<file path="src/rtl/fetch_pc_unit.sv">
// rtl/fetch_pc_unit.sv - IF stage: PC register, instruction memory drive and IF/ID register
// Redirects from EX squash wrong-path fetches; HALT freezes fetch until a redirect or reset.
module fetch_pc_unit #(
  parameter int                 PC_W          = 16,
  parameter int                 INSTR_W       = 16,
  parameter logic [PC_W-1:0]    RESET_PC      = 16'h0000,
  parameter logic [INSTR_W-1:0] NOP_INSTR     = 16'h0000,
  parameter logic [3:0]         HALT_OPCODE   = 4'hF,
  parameter int                 SQUASH_CYCLES = 1
) (
  input  logic               clk,
  input  logic               rst,
  input  logic               branch2_idex,
  input  logic [PC_W-1:0]    branch_target,
  input  logic               putPCback,
  input  logic [PC_W-1:0]    execPCadded,
  input  logic               stall,
  output logic [PC_W-1:0]    imem_addr,
  input  logic [INSTR_W-1:0] imem_data,
  output logic [INSTR_W-1:0] instr_ifid,
  output logic [PC_W-1:0]    pc_added_ifid,
  output logic               valid_ifid,
  output logic               halted
);

  typedef enum logic [1:0] {
    S_RUN    = 2'd0,
    S_SQUASH = 2'd1,
    S_HALT   = 2'd2
  } state_t;

  localparam logic [2:0] SQ_INIT = 3'(SQUASH_CYCLES - 1);

  state_t             state_q, state_d;
  logic [2:0]         sq_cnt_q, sq_cnt_d;
  logic [PC_W-1:0]    pc_q, pc_d;
  logic [INSTR_W-1:0] instr_q, instr_d;
  logic [PC_W-1:0]    pc_added_q, pc_added_d;
  logic               valid_q, valid_d;

  logic               redirect;
  logic [PC_W-1:0]    redirect_pc;
  logic [PC_W-1:0]    pc_inc;
  logic               fetch_is_halt;

  // putPCback outranks branch2_idex when both fire on the same edge
  assign redirect      = putPCback | branch2_idex;
  assign redirect_pc   = putPCback ? execPCadded : branch_target;
  assign pc_inc        = pc_q + PC_W'(1);
  assign fetch_is_halt = (imem_data[INSTR_W-1 -: 4] == HALT_OPCODE);

  always_ff @(posedge clk or posedge rst) begin
    if (rst) begin
      state_q    <= S_RUN;
      sq_cnt_q   <= 3'd0;
      pc_q       <= RESET_PC;
      instr_q    <= NOP_INSTR;
      pc_added_q <= '0;
      valid_q    <= 1'b0;
    end else begin
      state_q    <= state_d;
      sq_cnt_q   <= sq_cnt_d;
      pc_q       <= pc_d;
      instr_q    <= instr_d;
      pc_added_q <= pc_added_d;
      valid_q    <= valid_d;
    end
  end

  always_comb begin
    state_d  = state_q;
    sq_cnt_d = sq_cnt_q;
    if (redirect) begin
      state_d  = S_SQUASH;
      sq_cnt_d = SQ_INIT;
    end else begin
      case (state_q)
        S_RUN: begin
          if (!stall && fetch_is_halt) state_d = S_HALT;
        end
        S_SQUASH: begin
          if (sq_cnt_q == 3'd0) state_d = S_RUN;
          else                  sq_cnt_d = sq_cnt_q - 3'd1;
        end
        S_HALT:  state_d = S_HALT;
        default: state_d = S_RUN;
      endcase
    end
  end

  // Datapath next-state: pc and IF/ID register contents
  always_comb begin
    pc_d       = pc_q;
    instr_d    = instr_q;
    pc_added_d = pc_added_q;
    valid_d    = valid_q;
    if (redirect) begin
      pc_d    = redirect_pc;
      instr_d = NOP_INSTR;
      valid_d = 1'b0;
    end else begin
      case (state_q)
        S_RUN: begin
          if (!stall) begin
            instr_d    = imem_data;
            pc_added_d = pc_inc;
            valid_d    = 1'b1;
            pc_d       = pc_inc;
          end
        end
        default: begin
          instr_d = NOP_INSTR;
          valid_d = 1'b0;
        end
      endcase
    end
  end

  always_comb begin
    imem_addr     = pc_q;
    instr_ifid    = instr_q;
    pc_added_ifid = pc_added_q;
    valid_ifid    = valid_q;
    halted        = (state_q == S_HALT);
  end

endmodule

</file>
<file path="config.mk">
export PLATFORM = sky130hd
export DESIGN_NAME = fetch_pc_unit
export DESIGN_NICKNAME = d
export VERILOG_FILES = /design/src/rtl/fetch_pc_unit.sv
export SDC_FILE = /design/constraint.sdc
export NUM_CORES = 1
export LEC_CHECK = 0
export CORE_MARGIN = 5
export CORE_UTILIZATION = 25
export CTS_CLUSTER_SIZE = 12
export DETAILED_ROUTE_END_ITERATION = 8
export GPL_TIMING_DRIVEN = 0
export PLACE_DENSITY_LB_ADDON = 0.05
export SLEW_MARGIN = 20
export SYNTH_ARGS = -nofsm -noshare
export SYNTH_HDL_FRONTEND = slang
export SYNTH_SLANG_ARGS = --single-unit
</file>
<file path="constraint.sdc">
create_clock -name clk -period 2.7 [get_ports clk]
set_input_delay 0.81 -clock clk [delete_from_list [all_inputs] [get_ports clk]]
set_output_delay 0.81 -clock clk [all_outputs]
set_load 0.02 [all_outputs]
</file>
**After elaboration in Yosys (flattened, before gate mapping)**

Index checks and enable logic that the tools add are counted.

- Bits in registers: 54
- Input bits: 53
- Output and inout bits: 50
- Word-level logic and storage cells: 46

- Add/subtract/negate cells: 2
- Eq/ne operators: 8
- Mux-type cells: 17
- Bitwise logic cells: 3
- Reduce and logical (&&, ||, !) cells: 10

Operators by type and width:

| cell | number |
|---|---|
| $mux W16 | 7 |
| $add A16 B1 Y16 const B | 1 |
| $mux W3 | 3 |
| $ne A3 B3 Y1 const B | 3 |
| $mux W2 | 3 |
| $pmux W2 S3 | 1 |
| $reduce_and A2 Y1 | 3 |
| $eq A4 B4 Y1 const B | 1 |
| $reduce_bool A2 Y1 | 2 |
| $logic_not A3 Y1 | 1 |
| $mux W1 | 3 |
| $reduce_and A3 Y1 | 1 |
| $sub A3 B1 Y3 const B | 1 |
| $eq A2 B1 Y1 const B | 1 |
| $eq A2 B2 Y1 const B | 1 |
| $logic_not A2 Y1 | 1 |
| $ne A2 B1 Y1 const B | 1 |
| $ne A2 B2 Y1 const B | 1 |
| $not A1 Y1 | 2 |
| $logic_and A1 B1 Y1 | 1 |
| $logic_not A1 Y1 | 1 |
| $or A1 B1 Y1 | 1 |

**Depth between registers and ports, before layout**

- Depth after elaboration: 5
- Gate-level depth with buffers: 7

**Worst setup path after synthesis**

No wires, ideal clock.

- Path kind: input port to flip-flop
- From: input port branch2_idex
- To: register instr_q[0] (netlist: instr_ifid[0])
- Setup time: 0.072 ns
- Data arrival time: 2.135 ns
- Data required time: 2.628 ns
- Path slack: 0.492 ns
- Cell stages on the path: 7
- Buffers on the path: 4
- Cells stage by stage: clkbuf_1 -> or2_2 -> clkbuf_1 -> or3_1 -> clkbuf_1 -> buf_2 -> nor2_1

- Word-level cells in the longest chain between the ends: 2
- Elaborated cells on any way between the ends: 3
- Classes of those cells: 1 x eq/ne; 1 x mux; 1 x bitwise

Ends and longest elaborated chain:

| item | line | text |
|---|---|---|
| start, declared | 13 | `input logic branch2_idex,` |
| $or A1 B1 Y1 (*) | 47 | `assign redirect = putPCback \| branch2_idex;` |
| $ne A3 B3 Y1 (no line) or $mux W16 (tied branches) | - |  |
| end signal, assigned | 64 | `instr_q <= instr_d;` |
| end, declared | 37 | `logic [INSTR_W-1:0] instr_q, instr_d;` |

Every way passes the cells marked *; elsewhere a longest branch is shown, timed or not.
A chain may end at the register's enable or synchronous reset.

**Worst setup path after layout**

- From: input port stall
- To: register pc_added_q[0] (netlist: pc_added_ifid[0])

- Word-level cells in the longest chain between the ends: 2

Ends and longest elaborated chain:

| item | line | text |
|---|---|---|
| start, declared | 17 | `input logic stall,` |
| $not A1 Y1 (no line) | - |  |
| $reduce_and A3 Y1 (no line) | - |  |
| end signal, assigned | 65 | `pc_added_q <= pc_added_d;` |
| end, declared | 38 | `logic [PC_W-1:0] pc_added_q, pc_added_d;` |

No other way between the ends.

==> impl_results.md <==
- Post-synthesis cell type with the largest combined area: dfrtp_1
- Worst path arrival time: 2.67 ns
- Remaining design rule violation count: 0
- Detailed Route Iter0 Violations: 114
- Initial antenna violation count: 0
- Endpoint class of the critical path: register
- Largest delay share family, worst path: simple AND/OR/NAND/NOR gates
- Final Max Tran Viols: 0
- Antenna violation net count after detailed routing: 0
- Die ar.: 13200 sq um
- Core area: 10800 sq um
- Global-route usage over all layers: 0.132
- Setup WS post-layout: 0.197 ns
- Period Utilization, post-route: 0.927
- Vertical die dimension: 115 um
- Kind of start point of the critical path: input pin
- CTS-repair resized insts: 0
- Count of filler cells inserted in the layout: 1124
- Number of nets in the final layout: 449
- Die outline width: 115 um
- Flip-flop and latch count after synthesis: 54
- Post-synth top area share: 0.491
- Most used flip-flop cell after synthesis: dfrtp_1
- Post-Synthesis Net Count: 340
- Number of hold-repair buffers added at the cts stage: 0
- Avg Vias per Cell: 4.59
- Later-pin clock latency in the skew report: 0.31 ns
- Post-synth EDFFs: 0
- Power per Cell Area: 531 nW/um^2
- Synth area leaders: dfrtp_1 49%, mux2i_1 6.2%, o21ai_0 4.9%, xnor2_1 4.8%, nor2_1 4.1%
- Post-synthesis async set-or-reset flop share: 1.00
- CTS tree: done
- Routed wire length: 8590 um
- Gpl congestion: 0.744
- Average cell area after synthesis: 9.69 sq um
- Critical hold path startpoint: pc_added_ifid[3]
- Place WS: -0.200 ns
- CTS sink cnt: 54
- Clock tree skew after final layout: 0.00830 ns
- Number of global-route vias before repair: 2513
- Cell-by-cell listing of the critical path: clkdlybuf4s50_1, nor3_2, nand2_1, clkbuf_1, nand2_1, o21ai_0
- Cell area after synthesis: 2750 sq um
- Starting utilization of the core area: 0.255
- Highest-delay cell along the critical path: nor3_2
- Register area share after synthesis: 0.491
- Antenna fix cells: 0
- Clock Pin Slew Worst Setup and Hold Paths: 0.10 ns
- Maximum clock path buffer count: 2
- Cts bufs inserted: 5
- Global route overflow: 0
- Peak ir drop on the vdd network: 0.000283 V
- Ratio of cells with drive above 1 in the final layout: 0.0687
- Drt pass-1 iters: 6
- Result of the run: finished clean
- Kind of critical path: input pin to register
- Setup repair after global routing missed its margin: false
- Hold/Removal Path Class: register to register
- Overall via count from detail_route: 2449
- Standard-cell row count: 38
- Top-level port count: 103
- Setup violation total in the final timing report: 0
- Slew margin rel.: 0.453
- Startpoint of the most critical setup path: stall
- Maxcap violations: 0
- Library cell used as clock root buffer: clkbuf_8
- Final Hold Violating Endpoints: 0
- Buffers & Inverters on Critical Path: 2
- Area added between synthesis and finish: 47.0%
- Maximum fanout along the worst path: 10
- Worst EP required: 2.87 ns
- Dominant cell type by count on the critical path: nand2_1
- Maximum number of pins on one net before global-route repair: 30
- Number of standard cells after synthesis: 284
- Count of cell types in the netlist: 41
- HPWL after DPL: 6540 um
- Non-Filler Instances: 533
- Min Tclk post-route: 2.50 ns
- Static leakage: 1.65 nW
- Routed wirelength normalized by instance count: 16.1 um
- R2r startpoint: state_q[0]
- Transition time at the pin with the least slew margin: 0.816 ns
- Maximum clock frequency: 400 MHz
- Yosys warning count: 0
- Largest stage delay on the critical path: 0.63 ns
- Input/output buffers: 101
- Setup repair bufs after CTS: 0
- Global-route wire length before repair: 13700 um
- Count of H-tree levels built during CTS: 2
- Placed insts: 526
==> where the power goes <==
group / total, mW / switching [mW] / internal, mW / leakage [nW]
clock: 0.465 / 0.284 / 0.181 / 0.0444
sequential: 0.993 / 0.0886 / 0.905 / 0.675
combinational: 0.692 / 0.348 / 0.344 / 0.934
==> layout by cell type (no fill, tap or decap), types with 2 or more instances in the layout <==
| cell | n |
|---|---|
| nand4_1 | 2 |
| mux2_2 | 2 |
| or3_1 | 3 |
| o2bb2ai_1 | 9 |
| ha_1 | 3 |
| nor2_1 | 29 |
| inv_1 | 11 |
| xnor2_1 | 15 |
| nand2_1 | 27 |
| clkbuf_1 | 9 |
| xor2_1 | 2 |
| nor4_1 | 5 |
| a21oi_1 | 8 |
| o22ai_1 | 12 |
| and3_1 | 3 |
| o21ai_0 | 27 |
| mux2i_1 | 17 |
| a31oi_1 | 6 |
| nor3_1 | 6 |
| clkbuf_8 | 5 |
| and3_2 | 2 |
| clkdlybuf4s50_1 | 101 |
| buf_6 | 2 |
| buf_4 | 2 |
| nand3_1 | 5 |
| a211oi_1 | 3 |
| buf_1 | 2 |
| dfrtp_1 | 54 |
| nor2b_1 | 2 |
==> synth_stat cells (all sizes together), types with 2 or more instances <==
cell type,n
xor2,2
and3,5
nand3,5
mux2,2
nor3,7
mux2i,17
nand4,4
clkbuf,9
xnor2,15
inv,12
nand2,27
nor2b,2
o22ai,12
buf,7
nor4,5
a21oi,8
dfrtp,54
o21ai,27
a211oi,3
or3,3
o2bb2ai,9
ha,3
nor2,30
a31oi,6
==> registers in the layout, summed over array words and instances, names as in the netlist <==
signal,flops
valid_ifid,1
imem_addr,16
pc_added_ifid,16
sq_cnt_q,3
instr_ifid,16
state_q,2
==> metrics by stage <==
stage | TNS, ns | util | hold slack (ns) | power (mW) | instance area (sq um)
final | 0 | 0.375 | 0.489 | 2.15 | 4050
after global routing | 0 | 0.375 | 0.508 | 2.27 | 4050
after CTS | 0 | 0.375 | 0.495 | 2.18 | 4040
after detailed placement | -3.34 | 0.367 | 0.470 | 1.71 | 3960
after global placement | -40.39 | 0.365 | 0.465 | 1.70 | 3940
after floorplan | 0 | - | 0.480 | 1.34 | 2750
==> metal layers <==
metal | wire length [um] | GRT usage
met1 | 4080 | 0.190
met2 | 3940 | 0.208
met3 | 511 | 0.0274
met4 | 56 | 0.0211
met5 | 0 | 0
==> final timing paths <==
check	endpoint	slack [ns]	cells after the start
worst max register to register	pc_added_ifid[0]	0.62	5
worst min-delay path	pc_added_ifid[3]	0.49	2
max in group asynchronous	imem_addr[11]	1.40	3
worst min register to register	pc_added_ifid[3]	0.49	2
worst max-delay path	pc_added_ifid[0]	0.20	6
min in group asynchronous	instr_ifid[2]	0.82	2
==> kinds of logic (layout without fill, tap and decap cells) <==
group | Yosys count | count (layout) | synth area share
AND/OR/NAND/NOR | 95 | 95 | 0.174
AO/OA/AOI/OAI | 68 | 68 | 0.150
flip-flops | 54 | 54 | 0.491
buffers and inverters | 28 | 137 | 0.0468
multiplexers | 19 | 19 | 0.0700
XOR/XNOR | 17 | 17 | 0.0541
adder cells (fa/ha/maj) | 3 | 3 | 0.0136
==> worst min-delay path, cell delays in order, from the launching register on <==
cell     delay (ns)
dfrtp_1        0.36
nand2_1        0.04
o21ai_0        0.06
==> layout make-up <==
class                      count  area [sq um]  area share
tap                          140           175      0.0433
sequential                    54          1350       0.334
inverter                      12          47.5      0.0118
clock buffer                   5          68.8      0.0170
multi-input combinational    202          1270       0.315
timing repair buffer         102          1030       0.255
buffer                        16          83.8      0.0207
clock inverter                 2          13.8     0.00340
No activity file was read; power rests on OpenSTA's default activity.
